### src/rtl/ps2_host_sender.sv
// PS/2 host-to-device command transmitter: inhibits the device clock, issues a
// start bit, then shifts the byte, odd parity and stop out on device clock falls.
module ps2_host_sender #(
   parameter int INHIBIT_CYCLES = 5000,
   parameter int TIMEOUT_CYCLES = 100000
) (
   input  logic       clock,
   input  logic       reset,
   input  logic       device_clock,
   input  logic       device_data,
   input  logic [7:0] tx_data,
   input  logic       tx_request,
   output logic       tx_ready,
   output logic       tx_busy,
   output logic       tx_done,
   output logic       tx_error,
   output logic       device_clock_drive,
   output logic       device_data_drive
);

   localparam int MAX_CYCLES = (INHIBIT_CYCLES > TIMEOUT_CYCLES) ? INHIBIT_CYCLES : TIMEOUT_CYCLES;
   localparam int CNT_W      = $clog2(MAX_CYCLES + 1);
   localparam bit SKIP_INH   = (INHIBIT_CYCLES <= 1);
   // START is the final clock-low cycle, so INHIBIT itself lasts one cycle less
   localparam logic [CNT_W-1:0] INHIBIT_LAST = SKIP_INH ? '0 : CNT_W'(INHIBIT_CYCLES - 2);
   localparam logic [CNT_W-1:0] TIMEOUT_LAST = CNT_W'(TIMEOUT_CYCLES - 1);

   typedef enum logic [2:0] {IDLE, INHIBIT, START, SEND, ACK, WAIT_IDLE} state_t;

   state_t           state_q, state_d;
   logic [CNT_W-1:0] cnt_q, cnt_d, cnt_inc;
   logic [3:0]       bit_idx_q, bit_idx_d;
   logic [7:0]       shift_q, shift_d;
   logic             parity_q, parity_d;
   logic             clk_prev_q, clk_prev_d;
   logic             clk_drive_q, clk_drive_d;
   logic             data_drive_q, data_drive_d;
   logic             done_q, done_d;
   logic             error_q, error_d;
   logic             fall, wd_expired;

   always_comb begin
      fall         = clk_prev_q & ~device_clock;
      cnt_inc      = (cnt_q == '1) ? cnt_q : cnt_q + 1'b1;
      wd_expired   = (cnt_q >= TIMEOUT_LAST);
      state_d      = state_q;
      cnt_d        = cnt_q;
      bit_idx_d    = bit_idx_q;
      shift_d      = shift_q;
      parity_d     = parity_q;
      clk_prev_d   = device_clock;
      clk_drive_d  = clk_drive_q;
      data_drive_d = data_drive_q;
      done_d       = 1'b0;
      error_d      = 1'b0;

      case (state_q)
         IDLE: begin
            if (tx_request) begin
               state_d      = SKIP_INH ? START : INHIBIT;
               cnt_d        = '0;
               shift_d      = tx_data;
               parity_d     = ~^tx_data;
               clk_drive_d  = 1'b1;
               data_drive_d = SKIP_INH;
            end
         end
         INHIBIT: begin
            if (cnt_q >= INHIBIT_LAST) begin
               state_d      = START;
               data_drive_d = 1'b1;
               cnt_d        = '0;
            end else begin
               cnt_d = cnt_inc;
            end
         end
         START: begin
            state_d     = SEND;
            clk_drive_d = 1'b0;
            bit_idx_d   = '0;
            cnt_d       = '0;
         end
         SEND: begin
            if (fall) begin
               cnt_d     = '0;
               bit_idx_d = bit_idx_q + 4'd1;
               if (bit_idx_q < 4'd8) begin
                  data_drive_d = ~shift_q[0];
                  shift_d      = {1'b0, shift_q[7:1]};
               end else if (bit_idx_q == 4'd8) begin
                  data_drive_d = ~parity_q;
               end else begin
                  data_drive_d = 1'b0;
                  state_d      = ACK;
               end
            end else if (wd_expired) begin
               state_d      = IDLE;
               clk_drive_d  = 1'b0;
               data_drive_d = 1'b0;
               error_d      = 1'b1;
               cnt_d        = '0;
            end else begin
               cnt_d = cnt_inc;
            end
         end
         ACK: begin
            if (fall) begin
               cnt_d = '0;
               if (!device_data) begin
                  state_d = WAIT_IDLE;
               end else begin
                  state_d = IDLE;
                  error_d = 1'b1;
               end
            end else if (wd_expired) begin
               state_d      = IDLE;
               clk_drive_d  = 1'b0;
               data_drive_d = 1'b0;
               error_d      = 1'b1;
               cnt_d        = '0;
            end else begin
               cnt_d = cnt_inc;
            end
         end
         WAIT_IDLE: begin
            // device has acknowledged; finish once it lets both lines float high
            if (device_clock && device_data) begin
               state_d = IDLE;
               done_d  = 1'b1;
               cnt_d   = '0;
            end else if (fall) begin
               cnt_d = '0;
            end else if (wd_expired) begin
               state_d      = IDLE;
               clk_drive_d  = 1'b0;
               data_drive_d = 1'b0;
               error_d      = 1'b1;
               cnt_d        = '0;
            end else begin
               cnt_d = cnt_inc;
            end
         end
         default: begin
            state_d      = IDLE;
            clk_drive_d  = 1'b0;
            data_drive_d = 1'b0;
         end
      endcase
   end

   always_ff @(posedge clock) begin
      if (reset) begin
         state_q      <= IDLE;
         cnt_q        <= '0;
         bit_idx_q    <= '0;
         clk_prev_q   <= 1'b1;
         clk_drive_q  <= 1'b0;
         data_drive_q <= 1'b0;
         done_q       <= 1'b0;
         error_q      <= 1'b0;
      end else begin
         state_q      <= state_d;
         cnt_q        <= cnt_d;
         bit_idx_q    <= bit_idx_d;
         clk_prev_q   <= clk_prev_d;
         clk_drive_q  <= clk_drive_d;
         data_drive_q <= data_drive_d;
         done_q       <= done_d;
         error_q      <= error_d;
      end
   end

   always_ff @(posedge clock) begin
      shift_q  <= shift_d;
      parity_q <= parity_d;
   end

   assign tx_ready           = (state_q == IDLE);
   assign tx_busy            = ~tx_ready;
   assign tx_done            = done_q;
   assign tx_error           = error_q;
   assign device_clock_drive = clk_drive_q;
   assign device_data_drive  = data_drive_q;

endmodule

### config.mk
export PLATFORM = sky130hd
export DESIGN_NAME = ps2_host_sender
export DESIGN_NICKNAME = d
export VERILOG_FILES = /design/src/rtl/ps2_host_sender.sv
export SDC_FILE = /design/constraint.sdc
export NUM_CORES = 1
export LEC_CHECK = 0
export ABC_AREA = 1
export CORE_MARGIN = 3
export CORE_UTILIZATION = 58
export DETAILED_ROUTE_END_ITERATION = 6
export HOLD_SLACK_MARGIN = 0.05
export PLACE_DENSITY = 0.83
export SKIP_LAST_GASP = 1
export SLEW_MARGIN = 20
export SYNTH_ARGS = -nofsm -noshare
export SYNTH_HDL_FRONTEND = slang
export SYNTH_SLANG_ARGS = --single-unit
### constraint.sdc
create_clock -name clock -period 2.1 [get_ports clock]
set_input_delay 0.42 -clock clock [delete_from_list [all_inputs] [get_ports clock]]
set_output_delay 0.42 -clock clock [all_outputs]
set_load 0.03 [all_outputs]
# [Yosys cells after proc, flatten, opt, wreduce, memory -nomap -nowiden]
# Cells that the tools add are included.
[totals] ff_bits=38 word_cells=98
[op_classes] n_eq_ne=15 add_sub_neg=2 n_lt_le_gt_ge=3 mux=45 n_reduce_logical=15 n_bitwise=8
[op_table] op="two-way mux 17 bit" n=6
[op_table] op="case mux 17 bit (5 select lines)" n=1
[op_table] op="two-way mux 3 bit" n=10
[op_table] op="two-way mux 8 bit" n=3
[op_table] op="two-way mux 1 bit" n=18
[op_table] op="case mux 3 bit (6 select lines)" n=1
[op_table] op="adder 17 x 1 -> 17 bit (second input constant)" n=1
[op_table] op="== test 17 bit (second input constant)" n=1
[op_table] op="greater-or-equal comparator 17 x 13 -> 1 bit (second input constant)" n=1
[op_table] op="greater-or-equal comparator 17 bit (second input constant)" n=1
[op_table] op="case mux 8 bit (2 select lines)" n=1
[op_table] op="inequality test 2 bit (second input constant)" n=5
[op_table] op="inequality test 3 bit (second input constant)" n=3
[op_table] op="case mux 4 bit (2 select lines)" n=1
[op_table] op="AND reduction 4 bit" n=2
[op_table] op="XNOR reduction 8 bit" n=1
[op_table] op="NOT 1 bit" n=7
[op_table] op="== test 3 x 2 -> 1 bit (second input constant)" n=2
[op_table] op="== test 3 bit (second input constant)" n=2
[op_table] op="case mux 1 bit (6 select lines)" n=1
[op_table] op="AND reduction 2 bit" n=3
[op_table] op="AND reduction 5 bit" n=1
[op_table] op="nonzero test 5 bit" n=1
[op_table] op="adder 4 x 1 -> 4 bit (second input constant)" n=1
[op_table] op="12 further kinds" n=14

# [Logic depth before layout (Yosys ltp)]
[depth] depth_word=6 mapped_depth=13 ltp_nobuf=11

# [Worst setup path before layout]
# OpenSTA, ideal clock, no wires.
[synth_timing] path_kind="register -> register" from="reg state_q[1]" to="reg shift_q[0], enable pin" t_arrival_ns=1.480 period_less_slack_ns=1.850 path_buffers=1 path_slack_ns=0.250 path_stages_with_launch=6 setup_ns=0.370 cell_sequence="dfxtp_1 -> nand3_2 -> inv_2 -> clkbuf_1 -> a21oi_1 -> nor2_1"
[synth_between] elab_chain_cells=3 word_cells_on_any_way=7
[synth_rtl] item="from (decl)" line_no="30" text="state_t state_q, state_d;"
[synth_rtl] item="from (signal assigned)" line_no="162" text="state_q <= state_d;"
[synth_rtl] item="== test 3 x 2 -> 1 bit / zero test 3 bit (equally long branches)" line_no="57" text="case (state_q)"
[synth_rtl] item="inequality test 2 bit (no line) / nonzero test 2 bit (equally long branches)"
[synth_rtl] item="AND reduction 4 bit (no line) *"
[synth_rtl] item="to (signal assigned)" line_no="174" text="shift_q <= shift_d;"
[synth_rtl] item="to (decl)" line_no="33" text="logic [7:0] shift_q, shift_d;"
# Mark *: on every way between the ends. The rest lies on a longest branch, timed or not.
# A chain may end at the register's enable or synchronous reset.

# [Worst setup path in the final report]
[layout_timing] from="reg cnt_q[0]" to="reg cnt_q[1]"
[layout_between] elab_chain_cells=6 word_cells_on_any_way=10
[layout_rtl] item="from (decl)" line_no="31" text="logic [CNT_W-1:0] cnt_q, cnt_d, cnt_inc;"
[layout_rtl] item="from (signal assigned)" line_no="163" text="cnt_q <= cnt_d;"
[layout_rtl] item="adder 17 x 1 -> 17 bit / == test 17 bit (equally long branches)" line_no="44" text="cnt_inc = (cnt_q == '1) ? cnt_q : cnt_q + 1'b1;"
[layout_rtl] item="two-way mux 17 bit" line_no="44"
[layout_rtl] item="two-way mux 17 bit" line_no="96, 115, 133"
[layout_rtl] item="two-way mux 17 bit" line_no="107" text="if (fall) begin"
[layout_rtl] item="two-way mux 17 bit" line_no="127" text="if (device_clock && device_data) begin"
[layout_rtl] item="case mux 17 bit (5 select lines) *" line_no="57"
# Marked as above.

==> key figures <==
Final layout
  – Antenna diodes: 0
  – Share of layout cells above drive strength 1: 9.21%
  – Final instance area: between 2000 and 3000 µm²
  – Multi-input logic area: ~1400 µm²
  – Final Core Density: 71.4%
  – Reg area: 851 µm²
  – Layout Nets: 407
  – Area growth syn-to-layout: 13.8%
  – Number of fill cells: 341
  – Layout Cells excl Fill: roughly 440

Setup path
  – CP top delay family: simple AND/OR/NAND/NOR gates
  – Slowest cell on crit path: dfxtp_1
  – CP max stage delay: 430 ps
  – R2R Path Start: cnt_q[0]$_SDFFE_PP0P_
  – Worst Path Buf+Inv: 0
  – Critical path startpoint category: register
  – Critical path class: register to register
  – Req. time, crit path: 2280 ps
  – Critical-path cell list: ha_2 > nand3_2 > nor2_1 > nand4_2 > or2_0 > nand3_1 > a21oi_1
  – Critical Path AT: 2040 ps
  – Setup crit start: cnt_q[0]$_SDFFE_PP0P_
  – Kind of end point of the critical path: register
  – CP max FO: 10

STA
  – Final period util: 88.5%
  – Worst slew pin tran: about 620 ps
  – Max Freq: roughly 0.54 GHz
  – Setup_tns: 0 ps
  – Worst Clk Skew: 8.47 ps
  – Slew Limit Fails: 0
  – RSZ-0062 raised after global routing: no
  – Fin worst setup slack: 241 ps
  – Final setup viols: 0
  – Min Tclk post-route: approximately 1900 ps
  – Slew margin rel.: about three fifths
  – Fin. Hold Viols: 0

Yosys
  – Most frequent cell after synthesis: nand2_1
  – Mapped Nets: 383
  – Yosys top cell by area: dfxtp_1
  – Netlist cell types: 34
  – Synth warn: 0
  – Seq cells post-synth: 38
  – Cells after Synth: 366
  – Largest cells by area after synthesis: dfxtp_1 (24%), nand2_1 (19%), edfxtp_1 (11%)
  – Post-synth EDFFs: 9
  – Area share of the largest cell type after synthesis: between 20% and 30%
  – Asr flop ratio synth: 0%
  – Synth Flop Type: dfxtp_1
  – Synth Area per Inst: 6.55 µm²
  – Synth cell count leaders: nand2_1 (124), nor2_1 (40), inv_1 (35)
  – Sequential area share after synthesis: 35.5%
  – Mapped Area: 2400 µm²

Routing
  – Post-route ant nets: 0
  – Detailed Routing Iterations Pass 1: 4
  – DRC: 0
  – Via count: 2399
  – Vias per cell: between 5 and 6
  – WL/cell: roughly 13 µm
  – Routed wire length: 5650 µm
  – 1st-iter DRT viols: 207

Power and ir drop
  – Int Pwr: 1.33 mW
  – Comb power frac: 32.6%
  – NetSw: 0.760 mW
  – Clock Power Share: ~23%
  – Sequential share of power: 44.5%
  – Max VDD drop: between 0.5 and 0.6 mV
  – Pwr/cell area: 765 nW/µm²
  – Sw Share: 36.4%
  – Leak Pwr: 1.16 nW

Global routing
  – Vias in the first global route: 2161
  – Overflow after GRT: 0
  – Initial antenna violation count: 0
  – Total GRT Usage: 23.4%
  – First-pass GRT wire length: 9530 µm
  – Pin count of the biggest net entering global routing: 18

Floorplan
  – Die H: about 70 µm
  – Die Wd: 70.3 µm
  – Starting Density: 62.7%
  – Core Footprint: between 3000 and 4000 µm²
  – Ports: 19
  – DIE AREA: 4940 µm²
  – Placement Rows: 22

Clock tree
  – CTS Sinks: 38
  – Htree depth: 2
  – Clk_lat worst skew: 300 ps
  – Clock transition at path regs: about 80 ps
  – CTS tree: yes
  – Root Buffer: clkbuf_8
  – Number of hold buffers added after cts: 0
  – Clk buf depth: 2
  – CTS buffer count: 5

Place
  – Gp weighted congestion: 0.919
  – Dpl hpwl: 4200 µm
  – DP Cell Count: 431
  – DP Area: around 2700 µm²
  – Port bufs: 18
  – Pre-CTS WS: 170 ps

Worst hold path
  – Hold path startpoint: device_clock_drive$_SDFFE_PP0P_
  – Hold WC Path Type: register to register

Run
  – Max cap viols: 0

Run status
  – Status: complete, no violations
flip-flops by register name (all words and copies together) (netlist names):
| signal | flops |
|---|---|
| shift_q | 8 |
| device_clock_drive | 1 |
| device_data_drive | 1 |
| bit_idx_q | 4 |
| tx_error | 1 |
| clk_prev_q | 1 |
| parity_q | 1 |
| tx_done | 1 |
| cnt_q | 17 |
| state_q | 3 |
tightest hold or removal path, stage by stage (launching register included):
cell	delay, ps
dfxtp_1	330
a21oi_1	70
nor2_1	80
final timing paths:
path,endpoint,slack [ps],depth (start not counted)
worst max register to register,cnt_q[1]$_SDFFE_PP0P_,240,7
worst max-delay path,cnt_q[1]$_SDFFE_PP0P_,240,7
worst min-delay path,device_clock_drive$_SDFFE_PP0P_,520,2
worst min register to register,device_clock_drive$_SDFFE_PP0P_,520,2
routing by layer:
layer / track usage [%] / part of all wire (%)
met1: 31.4 / 46
met2: 36.8 / 45
met3: 5.32 / 7.0
met4: 8.30 / 1.6
met5: 0 / 0
placed cells by master (no fill, tap or decap), types with 7 or more instances in the layout:
cell and count:
edfxtp_1 9, inv_1 35, nor2_1 40, xnor2_1 8, dfxtp_1 29, nand3_1 18, nor3_1 7, a21oi_1 32
nand2_1 124, clkdlybuf4s50_1 16, buf_4 7
power by group through the flow:
stage | logic [mW] | clock network, mW | registers, mW
floorplan | 0.454 | 0 | 0.961
global placement | 0.680 | 0 | 0.938
detailed placement | 0.689 | 0 | 0.945
CTS | 0.678 | 0.488 | 0.929
global route | 0.754 | 0.521 | 0.943
finish | 0.680 | 0.478 | 0.930
cells by family after synthesis:
| logic type | after synthesis | share of synthesized area, % |
|---|---|---|
| AND/OR/NAND/NOR | 213 | 38.4 |
| flip-flops | 38 | 35.5 |
| buffers and inverters | 50 | 8.29 |
| adder cells (fa/ha/maj) | 4 | 2.09 |
| AO/OA/AOI/OAI | 48 | 11.0 |
| XOR/XNOR | 13 | 4.75 |
stage by stage:
stage | hold WS (ps) | power (mW)
after global placement | 481 | 1.62
after floorplan | 480 | 1.41
after global routing | 528 | 2.22
final | 517 | 2.09
after detailed placement | 499 | 1.63
after CTS | 513 | 2.10
final cells by class:
type | instances | share of cell area (%)
clock buffers | 5 | 2.52
clock inverters | 3 | 0.412
inverters | 42 | 5.77
multi-input cells | 278 | 49.5
flip-flops and latches | 38 | 31.2
well taps | 48 | 2.20
repair buffers | 25 | 8.43
repair_timing:
item | in CTS | in global routing
hold endpoints to repair | 0 | 0
setup buffers | 0 | 0
resized for setup | 2 | 1
endpoints found under the setup margin | 2 | 1
No activity file was read; power rests on OpenSTA's default activity.
